### src/rtl/mem_arb_pkg.sv
// rtl/mem_arb_pkg.sv - shared states, encodings and default latency for the I/D memory arbiter
package mem_arb_pkg;

    // Strobe hold time used by the arbiter and by the memory model it talks to.
    localparam int MEM_LATENCY_DEF = 6;

    typedef enum logic [1:0] {
        IDLE = 2'd0,
        BUSY = 2'd1,
        DONE = 2'd2
    } state_e;

    typedef enum logic {
        OWN_I = 1'b0,
        OWN_D = 1'b1
    } owner_e;

    typedef enum logic {
        OP_READ  = 1'b0,
        OP_WRITE = 1'b1
    } op_e;

endpackage

### src/rtl/mem_arb_sel.sv
// rtl/mem_arb_sel.sv - combinational winner select; MEM_ARB_RR_EN selects round-robin over fixed D-first
module mem_arb_sel
    import mem_arb_pkg::*;
(
    input  logic   i_read,
    input  logic   d_read,
    input  logic   d_write,
    input  owner_e last_grant,
    output logic   grant_valid,
    output owner_e grant_owner,
    output op_e    grant_op
);

    logic d_req;
    assign d_req = d_read | d_write;

    // D wins by default; under round-robin a tie goes to the side not served last.
    // A D-side write outranks a D-side read so the read simply stays pending.
    always_comb begin
        grant_valid = i_read | d_req;
        grant_owner = d_req ? OWN_D : OWN_I;
`ifdef MEM_ARB_RR_EN
        if (i_read && d_req) begin
            grant_owner = (last_grant == OWN_D) ? OWN_I : OWN_D;
        end
`endif
        grant_op = (grant_owner == OWN_D && d_write) ? OP_WRITE : OP_READ;
    end

`ifndef MEM_ARB_RR_EN
    // Fixed priority ignores history; last_grant is still tracked by the top.
    logic last_grant_unused;
    assign last_grant_unused = last_grant;
`endif

endmodule

### src/rtl/mem_arbiter.sv
// rtl/mem_arbiter.sv - shares one memory port between I- and D-cache; MEM_ARB_RR_EN enables round-robin
module mem_arbiter
    import mem_arb_pkg::*;
#(
    parameter int MEM_LATENCY = MEM_LATENCY_DEF,
    parameter int ADDR_W      = 16,
    parameter int LINE_W      = 64,
    parameter int WORD_W      = 16
)(
    input  logic              clk,
    input  logic              reset_n,
    input  logic              i_read,
    input  logic [ADDR_W-1:0] i_addr,
    output logic              i_done,
    input  logic              d_read,
    input  logic              d_write,
    input  logic [ADDR_W-1:0] d_addr,
    input  logic [WORD_W-1:0] d_wdata,
    output logic              d_done,
    output logic [LINE_W-1:0] rdata,
    output logic              mem_read,
    output logic              mem_write,
    output logic [ADDR_W-1:0] mem_addr,
    output logic [WORD_W-1:0] mem_wdata,
    input  logic [LINE_W-1:0] mem_rdata
);

    localparam int               CNT_W    = $clog2(MEM_LATENCY + 1);
    localparam logic [CNT_W-1:0] CNT_LOAD = CNT_W'(MEM_LATENCY);
    localparam logic [CNT_W-1:0] CNT_ONE  = CNT_W'(1);

    state_e            state_q, state_d;
    logic [CNT_W-1:0]  cnt_q, cnt_d;
    owner_e            owner_q, owner_d;
    owner_e            last_grant_q, last_grant_d;
    logic [ADDR_W-1:0] mem_addr_q, mem_addr_d;
    logic [WORD_W-1:0] mem_wdata_q, mem_wdata_d;
    logic [LINE_W-1:0] rdata_q, rdata_d;
    logic              mem_read_q, mem_read_d;
    logic              mem_write_q, mem_write_d;
    logic              i_done_q, i_done_d;
    logic              d_done_q, d_done_d;

    logic              grant_valid;
    owner_e            grant_owner;
    op_e               grant_op;

    mem_arb_sel u_sel (
        .i_read      (i_read),
        .d_read      (d_read),
        .d_write     (d_write),
        .last_grant  (last_grant_q),
        .grant_valid (grant_valid),
        .grant_owner (grant_owner),
        .grant_op    (grant_op)
    );

    // State register.
    always_ff @(posedge clk or negedge reset_n) begin
        if (!reset_n) begin
            state_q <= IDLE;
        end else begin
            state_q <= state_d;
        end
    end

    // Requests are sampled only in IDLE; BUSY ends on the last strobe cycle; DONE is one cycle.
    always_comb begin
        state_d = state_q;
        case (state_q)
            IDLE:    if (grant_valid) state_d = BUSY;
            BUSY:    if (cnt_q == CNT_ONE) state_d = DONE;
            DONE:    state_d = IDLE;
            default: state_d = IDLE;
        endcase
    end

    // Next values of the strobes, frozen request fields, captured line and done pulses.
    always_comb begin
        cnt_d        = cnt_q;
        owner_d      = owner_q;
        last_grant_d = last_grant_q;
        mem_addr_d   = mem_addr_q;
        mem_wdata_d  = mem_wdata_q;
        mem_read_d   = mem_read_q;
        mem_write_d  = mem_write_q;
        rdata_d      = rdata_q;
        i_done_d     = 1'b0;
        d_done_d     = 1'b0;
        case (state_q)
            IDLE: begin
                if (grant_valid) begin
                    owner_d      = grant_owner;
                    last_grant_d = grant_owner;
                    mem_addr_d   = (grant_owner == OWN_D) ? d_addr : i_addr;
                    if (grant_op == OP_WRITE) begin
                        mem_wdata_d = d_wdata;
                        mem_write_d = 1'b1;
                    end else begin
                        mem_read_d  = 1'b1;
                    end
                    cnt_d = CNT_LOAD;
                end
            end
            BUSY: begin
                if (cnt_q != '0) begin
                    cnt_d = cnt_q - CNT_ONE;
                end
                if (cnt_q == CNT_ONE) begin
                    if (mem_read_q) begin
                        rdata_d = mem_rdata;
                    end
                    mem_read_d  = 1'b0;
                    mem_write_d = 1'b0;
                    i_done_d    = (owner_q == OWN_I);
                    d_done_d    = (owner_q == OWN_D);
                end
            end
            default: ;
        endcase
    end

    // Datapath registers; reset aborts any transaction without a done pulse.
    always_ff @(posedge clk or negedge reset_n) begin
        if (!reset_n) begin
            cnt_q        <= '0;
            owner_q      <= OWN_D;
            last_grant_q <= OWN_I;
            mem_addr_q   <= '0;
            mem_wdata_q  <= '0;
            mem_read_q   <= 1'b0;
            mem_write_q  <= 1'b0;
            rdata_q      <= '0;
            i_done_q     <= 1'b0;
            d_done_q     <= 1'b0;
        end else begin
            cnt_q        <= cnt_d;
            owner_q      <= owner_d;
            last_grant_q <= last_grant_d;
            mem_addr_q   <= mem_addr_d;
            mem_wdata_q  <= mem_wdata_d;
            mem_read_q   <= mem_read_d;
            mem_write_q  <= mem_write_d;
            rdata_q      <= rdata_d;
            i_done_q     <= i_done_d;
            d_done_q     <= d_done_d;
        end
    end

    assign i_done    = i_done_q;
    assign d_done    = d_done_q;
    assign rdata     = rdata_q;
    assign mem_read  = mem_read_q;
    assign mem_write = mem_write_q;
    assign mem_addr  = mem_addr_q;
    assign mem_wdata = mem_wdata_q;

endmodule

### config.mk
export PLATFORM = sky130hd
export DESIGN_NAME = mem_arbiter
export DESIGN_NICKNAME = d
export VERILOG_FILES = /design/src/rtl/mem_arb_pkg.sv /design/src/rtl/mem_arb_sel.sv /design/src/rtl/mem_arbiter.sv
export SDC_FILE = /design/constraint.sdc
export NUM_CORES = 1
export LEC_CHECK = 0
export ABC_AREA = 1
export BUFFER_PORTS_ARGS = -buffer_cell sky130_fd_sc_hd__clkbuf_2
export CORE_MARGIN = 2
export CORE_UTILIZATION = 45
export CTS_BUF_LIST = sky130_fd_sc_hd__clkbuf_4 sky130_fd_sc_hd__clkbuf_8
export CTS_CLUSTER_SIZE = 10
export DETAILED_ROUTE_END_ITERATION = 10
export GPL_ROUTABILITY_DRIVEN = 0
export PLACE_DENSITY = 0.75
export SLEW_MARGIN = 30
export SYNTH_ARGS = -nofsm -noshare
export SYNTH_HDL_FRONTEND = slang
export SYNTH_SLANG_ARGS = --single-unit
### constraint.sdc
create_clock -name clk -period 4.2 [get_ports clk]
set_input_delay 0.63 -clock clk [delete_from_list [all_inputs] [get_ports clk]]
set_output_delay 0.63 -clock clk [all_outputs]
set_load 0.01 [all_outputs]
==> results by group <==
Critical path
  – Startpoint Class: input pin
  – Critical R2R Capture: rdata[14]$_DFFE_PN0P_
  – CP max FO: 36
  – Worst R2R Setup Slack: 2.07 ns
  – CP Capture Type: flop
  – Crit path required time: 4.46 ns
  – WS Path Type: input pin to flop
  – Worst reg2reg path depth: 7
  – Worst R2R Start: cnt_q[1]$_DFFE_PN0P_
  – Arrival time worst endpoint: 2.45 ns

Floorplan
  – Die area: about 11000 um2
  – Initial Util: 46.20%
  – Core area: ~9800 um2
  – Die Span Y: 104.2 um
  – # IOs: roughly 220
  – Std-Cell Rows: 36
  – Die span in x: between 100 and 150 um

CTS
  – Latest clock arrival within the worst-skew pair: 0.38 ns
  – Num CTS Buffers: 9
  – # H-tree levels: 3
  – Root Buffer: clkbuf_8
  – CTS Buffer Depth: 2
  – Post-CTS setup buffer count: 0
  – CTS resizes: 0
  – TritonCTS clock tree: built
  – Clk slew on worst S/H paths: 0.10 ns
  – Hold_buf cts: 0
  – CTS sink cnt: 106

Routing
  – WL final: 11320 um
  – DRT Pass-1 Iters: 4
  – Vias per inst: 4.804
  – Drt drc: 0
  – 1st-iter DRT viols: 258
  – Vias: 4127
  – DR WL/cell: 13.17 um
  – DRT antenna net count: 0

Yosys
  – Average size of a mapped cell: 8.601 um2
  – Post-synthesis sequential area ratio: 58.77%
  – Synth Warn #: 0
  – Library cells used by synthesis: 20
  – Flops & latches, synth: 106
  – Syn nets: ~650
  – Mapped Area: between 4000 and 5000 um2
  – Syn Inst Count: 525

Layout
  – Design area: 5783 um2
  – Ant diodes: 0
  – Most common cell after layout, fill and taps aside: nand2_1
  – Commonest non-fill, non-tap cells in the layout: nand2_1, clkbuf_2, dfrtp_1
  – Layout cells sized above 1: approximately 33%
  – Area growth from synthesis to layout: 28.07%
  – Fill count: 919
  – Final nets: ~840
  – Util after Layout: about three fifths

Power
  – Pwr dens: 641.9 nW/um2
  – LEAKAGE: 3.022 nW
  – Design Power: 3.712 mW
  – Max rail drop VDD: 0.3508 mV

Global routing
  – First-pass GRT wire length: between 15000 and 20000 um
  – Vias in the first global route: 4074
  – Pin count of the biggest net entering global routing: 68
  – GR Util All Layers: a little over a fifth
  – Total grt overflow: 0
  – Initial antenna violation count: 0

Placement
  – Port buffer count: 216
  – Area post-placement: between 5000 and 6000 um2
  – HPWL Detailed: 7852 um

STA
  – Max Clk Rate: between 0.4 and 0.5 GHz
  – Max_slew headroom: 46.99%
  – Final Setup Violations: 0
  – Setup TNS: 0 ns
  – Final hold viol count: 0
  – Worst clock skew: 0.01196 ns
  – Slew @ Worst Pin: 0.7952 ns
  – Max Slew Vio Count: 0
  – Clock period minus worst slack: 2.188 ns
  – Period utilisation layout: 52.09%
  – RSZ-0062 raised after global routing: no

Flow run
  – Max Cap Viol: 0

Hold path
  – HP Class: input pin to async pin

Outcome
  – Status: finished, final reports clean
where the power goes:
| part | total [mW] | internal, mW | switching [mW] |
|---|---|---|---|
| combinational | 1.42 | 0.533 | 0.884 |
| sequential | 1.69 | 1.45 | 0.233 |
| clock | 0.609 | 0.281 | 0.328 |
layer usage:
layer / routed length [um] / track usage, % / part of all wire [%]
met1: 4752 / 26.02 / 42
met4: 215 / 7.046 / 1.9
met2: 5685 / 36.61 / 50
met3: 663 / 6.642 / 5.9
met5: 0 / 0 / 0
area by class of cell:
type | count | area, um2 | share of cell area, %
clock inverters | 3 | 42.54 | 0.7356
well taps | 133 | 166.4 | 2.878
clock buffers | 10 | 137.6 | 2.380
flip-flops and latches | 106 | 2654 | 45.89
multi-input cells | 377 | 1633 | 28.23
repair buffers | 219 | 1106 | 19.13
inverters | 11 | 43.79 | 0.7572
synthesized netlist by cell type (all sizes together):
cell    instances  area share [%]
ha              3            0.83
dfrtp         105              58
o21a            1            0.17
nand2         258              21
o21ai          82             9.1
dfstp           1            0.58
clkbuf         10            0.83
nand4           1            0.14
inv            11            0.91
a21oi           3            0.33
buf            21             3.4
nor2            8             1.7
nand3          21             2.3
sequential cells by signal (all words and copies together), names as in the netlist:
signal / flops
cnt_q: 3
i_done: 1
d_done: 1
mem_wdata: 16
rdata: 64
owner_q: 1
mem_addr: 16
mem_write: 1
state_q: 2
mem_read: 1
stage by stage:
| stage | cells | hold WS, ns | worst slack [ns] |
|---|---|---|---|
| 2_1_floorplan | 525 | 0.3344 | 2.653 |
| 3_3_place_gp | 846 | 0.4534 | 1.761 |
| 3_5_place_dp | 846 | 0.4617 | 1.670 |
| 4_1_cts | 859 | 0.1072 | 2.052 |
| 5_1_grt | 859 | 0.1197 | 1.756 |
| 6_report | 859 | 0.1229 | 2.012 |
worst max-delay path, stage by stage:
cell      delay, ns
clkbuf_2       0.42
nor2_8         0.39
nand2_1        0.08
nand2_1        0.46
inv_2          0.27
nand2_1        0.14
nand2_1        0.06
worst max path at each step:
stage | end | depth (start not counted) | from
global route | mem_addr[10]$_DFFE_PN0P_ | 7 | d_write
global placement | mem_addr[3]$_DFFE_PN0P_ | 7 | d_write
finish | mem_addr[10]$_DFFE_PN0P_ | 7 | d_write
detailed placement | mem_addr[6]$_DFFE_PN0P_ | 7 | d_write
CTS | mem_addr[10]$_DFFE_PN0P_ | 7 | d_write
floorplan | state_q[0]$_DFFE_PN0P_ | 7 | d_write
kinds of logic after synthesis:
group           Yosys count  share of synthesized area (%)
compound gates           86                          9.587
fa+ha+maj                 3                         0.8313
buf+inv                  42                          5.181
flops                   106                          58.77
simple gates            288                          25.63
No activity file was read; power rests on OpenSTA's default activity.
